`src/rtl/pool_window_scheduler_pkg.sv`:
```
// Shared types for the pooling window scheduler: sample format and controller states.
package pool_pkg;
  localparam int IL = 8;
  localparam int FL = 12;
  localparam int DW = IL + FL;

  typedef logic [DW-1:0] sample_t;

  typedef enum logic [2:0] {IDLE, FETCH, DRAIN, POOL, WRITE} state_e;

  function automatic int clog2_min1(input int v);
    return (v > 1) ? $clog2(v) : 1;
  endfunction
endpackage

```
`src/rtl/pool_window_scheduler_if.sv`:
```
// Scheduler bus: start/status, feature-map read port, pooling-unit link, output write port.
interface pool_window_scheduler_if import pool_pkg::*; #(
  parameter int K   = 2,
  parameter int AW  = 6,
  parameter int OAW = 4
);
  logic                  start;
  logic                  busy;
  logic                  done;
  logic                  rd_en;
  logic [AW-1:0]         rd_addr;
  sample_t               rd_data;
  sample_t [K*K-1:0]     win;
  logic                  pool_en;
  logic                  pool_load;
  logic                  pool_done;
  sample_t               pool_result;
  logic                  wr_en;
  logic [OAW-1:0]        wr_addr;
  sample_t               wr_data;

  modport slave (
    input  start, rd_data, pool_done, pool_result,
    output busy, done, rd_en, rd_addr, win, pool_en, pool_load, wr_en, wr_addr, wr_data
  );

  modport master (
    output start, rd_data, pool_done, pool_result,
    input  busy, done, rd_en, rd_addr, win, pool_en, pool_load, wr_en, wr_addr, wr_data
  );
endinterface

```
`src/rtl/pool_window_scheduler_addr_gen.sv`:
```
// Window/sample counters and the derived feature-map read and output write addresses.
module pool_addr_gen import pool_pkg::*; #(
  parameter int K   = 2,
  parameter int H   = 8,
  parameter int W   = 8,
  parameter int AW  = 6,
  parameter int OAW = 4,
  parameter int NW  = 2
) (
  input  logic           clk,
  input  logic           rst_n,
  input  logic           i_clear,
  input  logic           i_adv_n,
  input  logic           i_adv_win,
  output logic [AW-1:0]  o_rd_addr,
  output logic [OAW-1:0] o_wr_addr,
  output logic [NW-1:0]  o_n,
  output logic           o_last_in_win,
  output logic           o_last_win
);
  localparam int OXN = W / K;
  localparam int OYN = H / K;
  localparam int XW  = clog2_min1(OXN);
  localparam int YW  = clog2_min1(OYN);

  logic [NW-1:0] r_n;
  logic [XW-1:0] r_ox;
  logic [YW-1:0] r_oy;
  logic          w_last_x, w_last_y;

  assign w_last_x      = (r_ox == XW'(OXN - 1));
  assign w_last_y      = (r_oy == YW'(OYN - 1));
  assign o_last_in_win = (r_n == NW'(K*K - 1));
  assign o_last_win    = w_last_x && w_last_y;
  assign o_n           = r_n;

  assign o_rd_addr = AW'((int'(r_oy)*K + int'(r_n)/K)*W + int'(r_ox)*K + int'(r_n)%K);
  assign o_wr_addr = OAW'(int'(r_oy)*OXN + int'(r_ox));

  // Advancing past the last window wraps everything to 0, so IDLE shows address 0.
  always_ff @(posedge clk or negedge rst_n) begin
    if (!rst_n) begin
      r_n  <= '0;
      r_ox <= '0;
      r_oy <= '0;
    end else if (i_clear) begin
      r_n  <= '0;
      r_ox <= '0;
      r_oy <= '0;
    end else if (i_adv_win) begin
      r_n <= '0;
      if (w_last_x) begin
        r_ox <= '0;
        r_oy <= w_last_y ? '0 : r_oy + 1'b1;
      end else begin
        r_ox <= r_ox + 1'b1;
      end
    end else if (i_adv_n) begin
      r_n <= r_n + 1'b1;
    end
  end
endmodule

```
`src/rtl/pool_window_scheduler.sv`:
```
// Max-pool pass sequencer: gathers each KxK window, hands it to the pooling unit, writes the result.
module pool_window_scheduler import pool_pkg::*; #(
  parameter int K   = 2,
  parameter int H   = 8,
  parameter int W   = 8,
  parameter int AW  = $clog2(H*W),
  parameter int OAW = clog2_min1((H/K)*(W/K))
) (
  input  logic                   clk,
  input  logic                   rst_n,
  pool_window_scheduler_if.slave bus
);
  localparam int NW = clog2_min1(K*K);

  state_e            r_state, w_next;
  logic              w_clear, w_adv_n, w_adv_win, w_last_in_win, w_last_win;
  logic [NW-1:0]     w_n, r_cap_idx;
  logic [AW-1:0]     w_rd_addr;
  logic [OAW-1:0]    w_wr_addr;
  logic              r_cap_vld, r_load, r_done;
  sample_t [K*K-1:0] r_win;
  sample_t           r_wr_data;

  pool_addr_gen #(.K(K), .H(H), .W(W), .AW(AW), .OAW(OAW), .NW(NW)) u_addr (
    .clk          (clk),
    .rst_n        (rst_n),
    .i_clear      (w_clear),
    .i_adv_n      (w_adv_n),
    .i_adv_win    (w_adv_win),
    .o_rd_addr    (w_rd_addr),
    .o_wr_addr    (w_wr_addr),
    .o_n          (w_n),
    .o_last_in_win(w_last_in_win),
    .o_last_win   (w_last_win)
  );

  always_ff @(posedge clk or negedge rst_n) begin
    if (!rst_n) r_state <= IDLE;
    else        r_state <= w_next;
  end

  // r_done marks the done cycle, during which start is still ignored.
  always_comb begin
    w_next    = r_state;
    w_clear   = 1'b0;
    w_adv_n   = 1'b0;
    w_adv_win = 1'b0;
    case (r_state)
      IDLE:  if (bus.start && !r_done) begin
               w_clear = 1'b1;
               w_next  = FETCH;
             end
      FETCH: if (w_last_in_win) w_next = DRAIN;
             else               w_adv_n = 1'b1;
      DRAIN: w_next = POOL;
      POOL:  if (bus.pool_done) w_next = WRITE;
      WRITE: begin
               w_adv_win = 1'b1;
               w_next    = w_last_win ? IDLE : FETCH;
             end
      default: w_next = IDLE;
    endcase
  end

  // Read data lands one cycle after its strobe; the slot index travels with it.
  always_ff @(posedge clk or negedge rst_n) begin
    if (!rst_n) begin
      r_cap_vld <= 1'b0;
      r_cap_idx <= '0;
      r_win     <= '0;
      r_load    <= 1'b0;
      r_wr_data <= '0;
      r_done    <= 1'b0;
    end else begin
      r_cap_vld <= (r_state == FETCH);
      r_cap_idx <= w_n;
      if (r_cap_vld) r_win[r_cap_idx] <= bus.rd_data;
      r_load    <= (r_state == DRAIN);
      if (r_state == POOL && bus.pool_done) r_wr_data <= bus.pool_result;
      r_done    <= (r_state == WRITE) && w_last_win;
    end
  end

  assign bus.busy      = (r_state != IDLE);
  assign bus.done      = r_done;
  assign bus.rd_en     = (r_state == FETCH);
  assign bus.rd_addr   = w_rd_addr;
  assign bus.win       = r_win;
  assign bus.pool_en   = (r_state == POOL);
  assign bus.pool_load = (r_state == POOL) && r_load;
  assign bus.wr_en     = (r_state == WRITE);
  assign bus.wr_addr   = w_wr_addr;
  assign bus.wr_data   = r_wr_data;
endmodule
```
`src/flat_wrapper.sv`:
```
// flat-port wrapper written by rule: the top's interface ports become plain ports
module pool_window_scheduler_flat import pool_pkg::*;
#(
  parameter int K   = 2,
  parameter int H   = 8,
  parameter int W   = 8,
  parameter int AW  = $clog2(H*W),
  parameter int OAW = clog2_min1((H/K)*(W/K))
)
  (clk, rst_n, bus_start, bus_rd_data, bus_pool_done, bus_pool_result, bus_busy, bus_done, bus_rd_en, bus_rd_addr, bus_win, bus_pool_en, bus_pool_load, bus_wr_en, bus_wr_addr, bus_wr_data);
  pool_window_scheduler_if #(.K(K), .AW(AW), .OAW(OAW)) bus_i ();
  input  logic clk;
  input  logic rst_n;
  input wire logic [$bits(bus_i.start)-1:0] bus_start;
  input wire logic [$bits(bus_i.rd_data)-1:0] bus_rd_data;
  input wire logic [$bits(bus_i.pool_done)-1:0] bus_pool_done;
  input wire logic [$bits(bus_i.pool_result)-1:0] bus_pool_result;
  output wire logic [$bits(bus_i.busy)-1:0] bus_busy;
  output wire logic [$bits(bus_i.done)-1:0] bus_done;
  output wire logic [$bits(bus_i.rd_en)-1:0] bus_rd_en;
  output wire logic [$bits(bus_i.rd_addr)-1:0] bus_rd_addr;
  output wire logic [$bits(bus_i.win)-1:0] bus_win;
  output wire logic [$bits(bus_i.pool_en)-1:0] bus_pool_en;
  output wire logic [$bits(bus_i.pool_load)-1:0] bus_pool_load;
  output wire logic [$bits(bus_i.wr_en)-1:0] bus_wr_en;
  output wire logic [$bits(bus_i.wr_addr)-1:0] bus_wr_addr;
  output wire logic [$bits(bus_i.wr_data)-1:0] bus_wr_data;
  assign bus_i.start = bus_start;
  assign bus_i.rd_data = bus_rd_data;
  assign bus_i.pool_done = bus_pool_done;
  assign bus_i.pool_result = bus_pool_result;
  assign bus_busy = bus_i.busy;
  assign bus_done = bus_i.done;
  assign bus_rd_en = bus_i.rd_en;
  assign bus_rd_addr = bus_i.rd_addr;
  assign bus_win = bus_i.win;
  assign bus_pool_en = bus_i.pool_en;
  assign bus_pool_load = bus_i.pool_load;
  assign bus_wr_en = bus_i.wr_en;
  assign bus_wr_addr = bus_i.wr_addr;
  assign bus_wr_data = bus_i.wr_data;
  pool_window_scheduler #(.K(K), .H(H), .W(W), .AW(AW), .OAW(OAW)) u_core (.clk(clk), .rst_n(rst_n), .bus(bus_i));
endmodule
```
`config.mk`:
```
export PLATFORM = sky130hd
export DESIGN_NAME = pool_window_scheduler_flat
export DESIGN_NICKNAME = d
export VERILOG_FILES = /design/src/rtl/pool_window_scheduler_pkg.sv /design/src/rtl/pool_window_scheduler_if.sv /design/src/rtl/pool_window_scheduler_addr_gen.sv /design/src/rtl/pool_window_scheduler.sv /design/src/flat_wrapper.sv
export SDC_FILE = /design/constraint.sdc
export NUM_CORES = 1
export LEC_CHECK = 0
export ABC_AREA = 1
export BUFFER_PORTS_ARGS = -buffer_cell sky130_fd_sc_hd__buf_2
export CORE_MARGIN = 3
export CORE_UTILIZATION = 30
export DETAILED_ROUTE_END_ITERATION = 12
export PLACE_DENSITY_LB_ADDON = 0.15
export SLEW_MARGIN = 10
export SYNTH_ARGS = -nofsm -noshare
export SYNTH_HDL_FRONTEND = slang
export SYNTH_HIERARCHICAL = 1
export SYNTH_SLANG_ARGS = --single-unit
```
`constraint.sdc`:
```
create_clock -name clk -period 4.1 [get_ports clk]
set_clock_uncertainty 0.15 [all_clocks]
set_input_delay 0.205 -clock clk [delete_from_list [all_inputs] [get_ports clk]]
set_output_delay 0.205 -clock clk [all_outputs]
set_load 0.02 [all_outputs]
```
Word-level counts from Yosys, hierarchy flattened
Cells that the tools add are included.
- register bits after elaboration: 114
- latch bits: 0
- RAM bits: 0
- ROM bits: 0
- input bits: 44
- output and inout bits: 116
- word-level logic and storage cells: 69
- memories kept: 0
- add/subtract/negate cells: 7
- $mul: 0
- divide/modulo/power cells: 0
- $lt $le $gt $ge: 2
- equal/unequal tests: 10
- shift-type cells: 0
- muxes and demuxes: 23
- bitwise logic cells: 0
- reductions and logical operators: 14
- operators with widths (kind ; count):
    bitwise mux 80 bit ; 1
    demux 20 bit (select 2 bit) ; 1
    two-way mux 2 bit ; 10
    two-way mux 20 bit ; 1
    case mux 3 bit (5 select lines) ; 1
    two-way mux 3 bit ; 3
    adder 2 x 1 -> 2 bit (second input constant) ; 3
    adder 6 x 1 -> 6 bit ; 1
    adder 6 x 3 -> 6 bit ; 1
    equality test 2 bit (second input constant) ; 3
    equality test 3 x 2 -> 1 bit (second input constant) ; 2
    logical AND 1 bit ; 6
    two-way mux 1 bit ; 6
    nonzero test 3 bit ; 2
    adder 4 x 2 -> 4 bit ; 1
    inequality test 2 x 1 -> 1 bit (second input constant) ; 2
    nonzero test 2 bit ; 2
    adder 3 x 1 -> 3 bit ; 1
    equality test 3 x 1 -> 1 bit (second input constant) ; 1
    equality test 3 bit (second input constant) ; 1
    zero test 3 bit ; 1
    less-than comparator 2 x 3 -> 1 bit (second input constant) ; 1
    AND reduction 3 bit ; 1
    >= comparator 2 x 1 -> 1 bit (second input constant) ; 1
    3 further kinds ; 3

Logic depth before layout (Yosys ltp)
- depth after elaboration: 6
- gate-level depth with buffers: 8
- gate-level depth less buffers: 8

Hierarchy
The synthesis kept the hierarchy.
- modules (own cells, without submodules) (module ; times used ; cells each ; area an instance (um^2) ; seq. area each (um^2)):
    pool_window_scheduler ; 1 ; 410 ; 4016.4 ; 2702.6
    pool_addr_gen ; 1 ; 42 ; 346.6 ; 150.1

Worst setup path before layout
Ideal clock, no wire load.
- path kind: reg2reg
- from: reg u_core.r_state[0]
- to: reg u_core.u_addr.r_oy[0]
- setup time: 119 ps
- arrival time: 1458 ps
- required time: 3831 ps
- path slack: 2373 ps
- stages on the path, launching flop included: 7
- path buffers: 0
- clock period less this slack: 1727 ps
- path through: dfrtp_1 -> nor2_1 -> inv_1 -> nor2_1 -> a21oi_1 -> nand2_1 -> nand2_1
- word-level cells in the longest chain between the ends: 4
- elaborated cells between the ends (all ways): 8
- those cells by class: eq/ne (1); mux (3); reduce/logical (4)
- RTL lines (item ; line ; RTL):
    from (decl) ; pool_window_scheduler.sv:15 ; state_e r_state, w_next;
    from (signal assigned) ; pool_window_scheduler.sv:39 ; else r_state <= w_next;
    equality test 3 bit ; -- ;
    named net bus_wr_en ; flat_wrapper.sv:25 ; output wire logic [$bits(bus_i.wr_en)-1:0] bus_wr_en;
    two-way mux 1 bit ; pool_window_scheduler.sv:48 ; case (r_state)
    nonzero test 2 bit (no source line) ; -- ;
    AND reduction 2 bit (no source line) ; -- ;
    to (signal assigned) ; pool_window_scheduler_addr_gen.sv:54 ; r_oy <= w_last_y ? '0 : r_oy + 1'b1;
    to (decl) ; pool_window_scheduler_addr_gen.sv:28 ; logic [YW-1:0] r_oy;
The timed path passes the listed nets, and every way through them passes these cells.
A chain may end at the register's enable or synchronous reset.

Worst setup path in the final report
- from: reg u_core.r_state[0]
- to: out bus_wr_en
- word-level cells in the longest chain between the ends: 1
- RTL lines (item ; line ; RTL):
    equality test 3 bit ; pool_window_scheduler.sv:91 ; assign bus.wr_en = (r_state == WRITE);
    to (decl) ; flat_wrapper.sv:25 ;
No other way between the ends.

==> results.md <==
* Sequential-to-total area share from yosys stat at 65.4%
* H-tree Lvls at 4
* Avg Inst Size Synth at approximately 9.7 sq um
* Syn_nets at 499
* Pre-CTS setup slack at 2.24 ns
* CTS clk-pin slew, worst paths at 0.05 ns
* Hold Path Sink: u_core/r_state[0]$_DFFE_PN0P_
* Number of global-route vias before repair at 3687
* Post-synth top area cell: dfrtp_1
* Worst slew pin tran at 0.750 ns
* I/O pin cnt at 160
* Global-route wire length before repair at 19000 um
* Max FO, Critical Path at 7
* Final number of setup-violating endpoints at 0
* Top delay family on crit path: simple AND/OR/NAND/NOR gates
* Port buffer count at 159
* Synth area leaders: dfrtp_1 (65%), nand2_1 (13%), o21ai_0 (9.2%), inv_1 (2.8%), nand2_2 (1.6%)
* Die area at 0.0160 sq mm
* Final Hold Vio Count at 0
* Fillcell total at 1386
* Final min period at 2.12 ns
* Length in cells of the worst reg-to-reg path at 6
* Status: completed
* Yosys warning total at 6
* Share of post-route cells with drive strength above 1 at 31.2%
* Initial Utilization at 31.1%
* Setup Fix Bufs, Post-CTS at 0
* Bufs on Longest Clock Path at 2
* Setup Total Neg Slack at 0 ns
* Die H at 127 um
* Fin. max-slew vios at 0
* Hold path depth at 5
* Die Wd at ~130 um
* DRT antenna net count at 0
* Number of detailed-route iterations in the first pass at 4
* Synthesized area at 0.00436 sq mm
* Hold path start: bus_start
* CP Class: reg -> out
* RSZ-0062 raised after global routing: false
* P_leak at approximately 0.0034 uW
* Worst VDD drop at 379 uV
* Peak Freq at 0.472 GHz
* Layout Nets at 699
* Register area at ~0.0029 sq mm
* Routed wire length at 11600 um
* CTS Buf Count at 17
* Clk_lat worst skew at 0.41 ns
* Mean number of vias per cell at around 4.4
* Row cnt at 43
* Largest net degree at the start of global routing at 59
* Critical path required time at 3.74 ns
* CTS tree: yes
* CTS root buf: clkbuf_16
* Total congestion overflow at 0
* Worst slew margin at 50.0%
* Critical Path Start: u_core/r_state[0]$_DFFE_PN0P_
* Placer Congestion at roughly 0.75
* CP dominant cell by count: nor2_1
* Initial antenna violation count at 0
* Max-cap violations at 0
* Fin worst setup slack at 1.98 ns
* Seq cells post-synth at approximately 110
* Worst R2R Start: u_core/r_state[0]$_DFFE_PN0P_
* Worst Path Arrival at 1.76 ns
* R2r endpoint: u_core/bus.wr_data[6]$_DFFE_PN0P_
* Iteration-0 DRC Markers at between 150 and 200
* DRC Markers at 0
* Worst-path cell chain: nor2_1 > inv_1 > nor2_1 > buf_2
* Multi-input logic area at between 0.001 and 0.0015 sq mm
* Core box area at 0.0140 sq mm
* Crit path buffers/inverters at 2
* CP max-delay cell: dfrtp_1
* Hold Path Class: in -> reg
* Clock Sink Count at about 110
* Pwr dens at 880 mW/mm^2
* DR WL/cell at 13.8 um
* Hpwl dp at roughly 7900 um
* Worst setup EP type: primary output
* Top-area cell type share of the netlist area at between 60% and 70%
* Ant diodes at 0
* Layout area overhead at 44.1%
* Delay of the slowest critical-path stage at 0.41 ns
* Distinct cells, synth at 22
* Total global routing track utilization at ~15%
* R2R Setup Slk at approximately 2.2 ns
* Synthesized instance count at 452
* CP Launch Type: flip-flop
* Total vias in the final route at 3669
* Fin crit share at about half
-- synth_stat cells (all sizes together) --
library cell / n
buf: 14
nor2: 16
nand3: 6
o21ai: 82
clkinv: 1
inv: 33
a21oi: 2
clkbuf: 12
nand4: 4
dfrtp: 114
nor3b: 1
nor3: 1
ha: 3
nand2: 163
-- what timing repair did --
action,CTS,global route
hold buffers,42,0
gates resized for setup,0,0
endpoints found under the setup margin,0,0
endpoints found under the hold margin,155,0
-- stage by stage --
stage | cell area, sq um | std cells | hold WS, ns | total power [uW] | util, %
3_3_place_gp | 5290 | 771 | 0.164 | 4080 | 37.6
3_5_place_dp | 5290 | 771 | 0.184 | 4120 | 37.6
2_1_floorplan | 4360 | 452 | -0.241 | 3320 | -
5_1_grt | 6290 | 843 | 0.112 | 5940 | 44.8
6_report | 6290 | 843 | 0.0640 | 5530 | 44.8
4_1_cts | 6290 | 843 | 0.0375 | 5620 | 44.8
-- worst register-to-register path, stage by stage, from the launching register on --
cell and delay (ns):
dfrtp_1 0.41, nand2_2 0.11, nor2_4 0.05, nand2_2 0.33
clkinv_2 0.44, nand2_1 0.19, nand2_1 0.07
-- state kept, by name, summed over array words and instances (netlist names) --
| signal | cells |
|---|---|
| u_core/u_addr/r_oy | 2 |
| u_core/u_addr/o_n | 2 |
| u_core/u_addr/r_ox | 2 |
| u_core/r_load | 1 |
| u_core/bus.win | 80 |
| u_core/bus.wr_data | 20 |
| u_core/bus.done | 1 |
| u_core/r_state | 3 |
| u_core/r_cap_vld | 1 |
| u_core/r_cap_idx | 2 |
-- placed cells by master, fill, tap and decap left out, drive strengths merged, types with 3 or more instances in the layout --
master / instances
dfrtp: 114
nor2: 16
clkinv: 4
inv: 33
o21ai: 82
ha: 3
dlygate4sd3: 42
buf: 165
nand4: 4
nand3: 6
nand2: 163
clkbuf: 25
-- routing by layer --
metal | share of wire (%) | track usage (%) | up-vias | routed length (um)
met5 | 0 | 0 | - | 0
met4 | 1.6 | 6.12 | 0 | 190
met3 | 7.0 | 5.52 | 18 | 812
met2 | 46 | 23.3 | 121 | 5350
met1 | 45 | 19.5 | 1708 | 5270
li1 | - | - | 1822 | -
-- where the power goes --
group,leakage [uW],switching (uW),internal [uW]
sequential,0.00141,309,1660
clock,0.000289,469,963
combinational,0.00172,1430,695
-- final cells by class --
type                    count  share of cell area [%]
clock inverters             5                    1.19
flip-flops and latches    114                    45.4
multi-input cells         278                    19.6
clock buffers              25                    8.04
repair buffers            207                    20.1
inverters                  34                    2.05
well taps                 180                    3.58
-- kinds of logic (layout without fill, tap and decap cells) --
group | count (synthesis) | after routing | synth area share (%)
AO/OA/AOI/OAI | 84 | 84 | 9.64
adder cells (fa/ha/maj) | 3 | 3 | 0.860
buffers and inverters | 60 | 271 | 6.31
flip-flops | 114 | 114 | 65.4
AND/OR/NAND/NOR | 191 | 191 | 17.8
-- worst max-delay path by stage --
stage / endpoint / slack (ns) / depth (start not counted)
final: bus_wr_en / 1.98 / 4
after global routing: bus_wr_en / 1.81 / 4
after CTS: bus_wr_en / 1.96 / 4
after detailed placement: u_core/bus.wr_data[6]$_DFFE_PN0P_ / 2.24 / 6
after global placement: u_core/bus.wr_data[19]$_DFFE_PN0P_ / 2.30 / 6
after floorplan: u_core/u_addr/r_oy[0]$_DFFE_PN0P_ / 2.37 / 6
(Power assumes the default switching activity.)
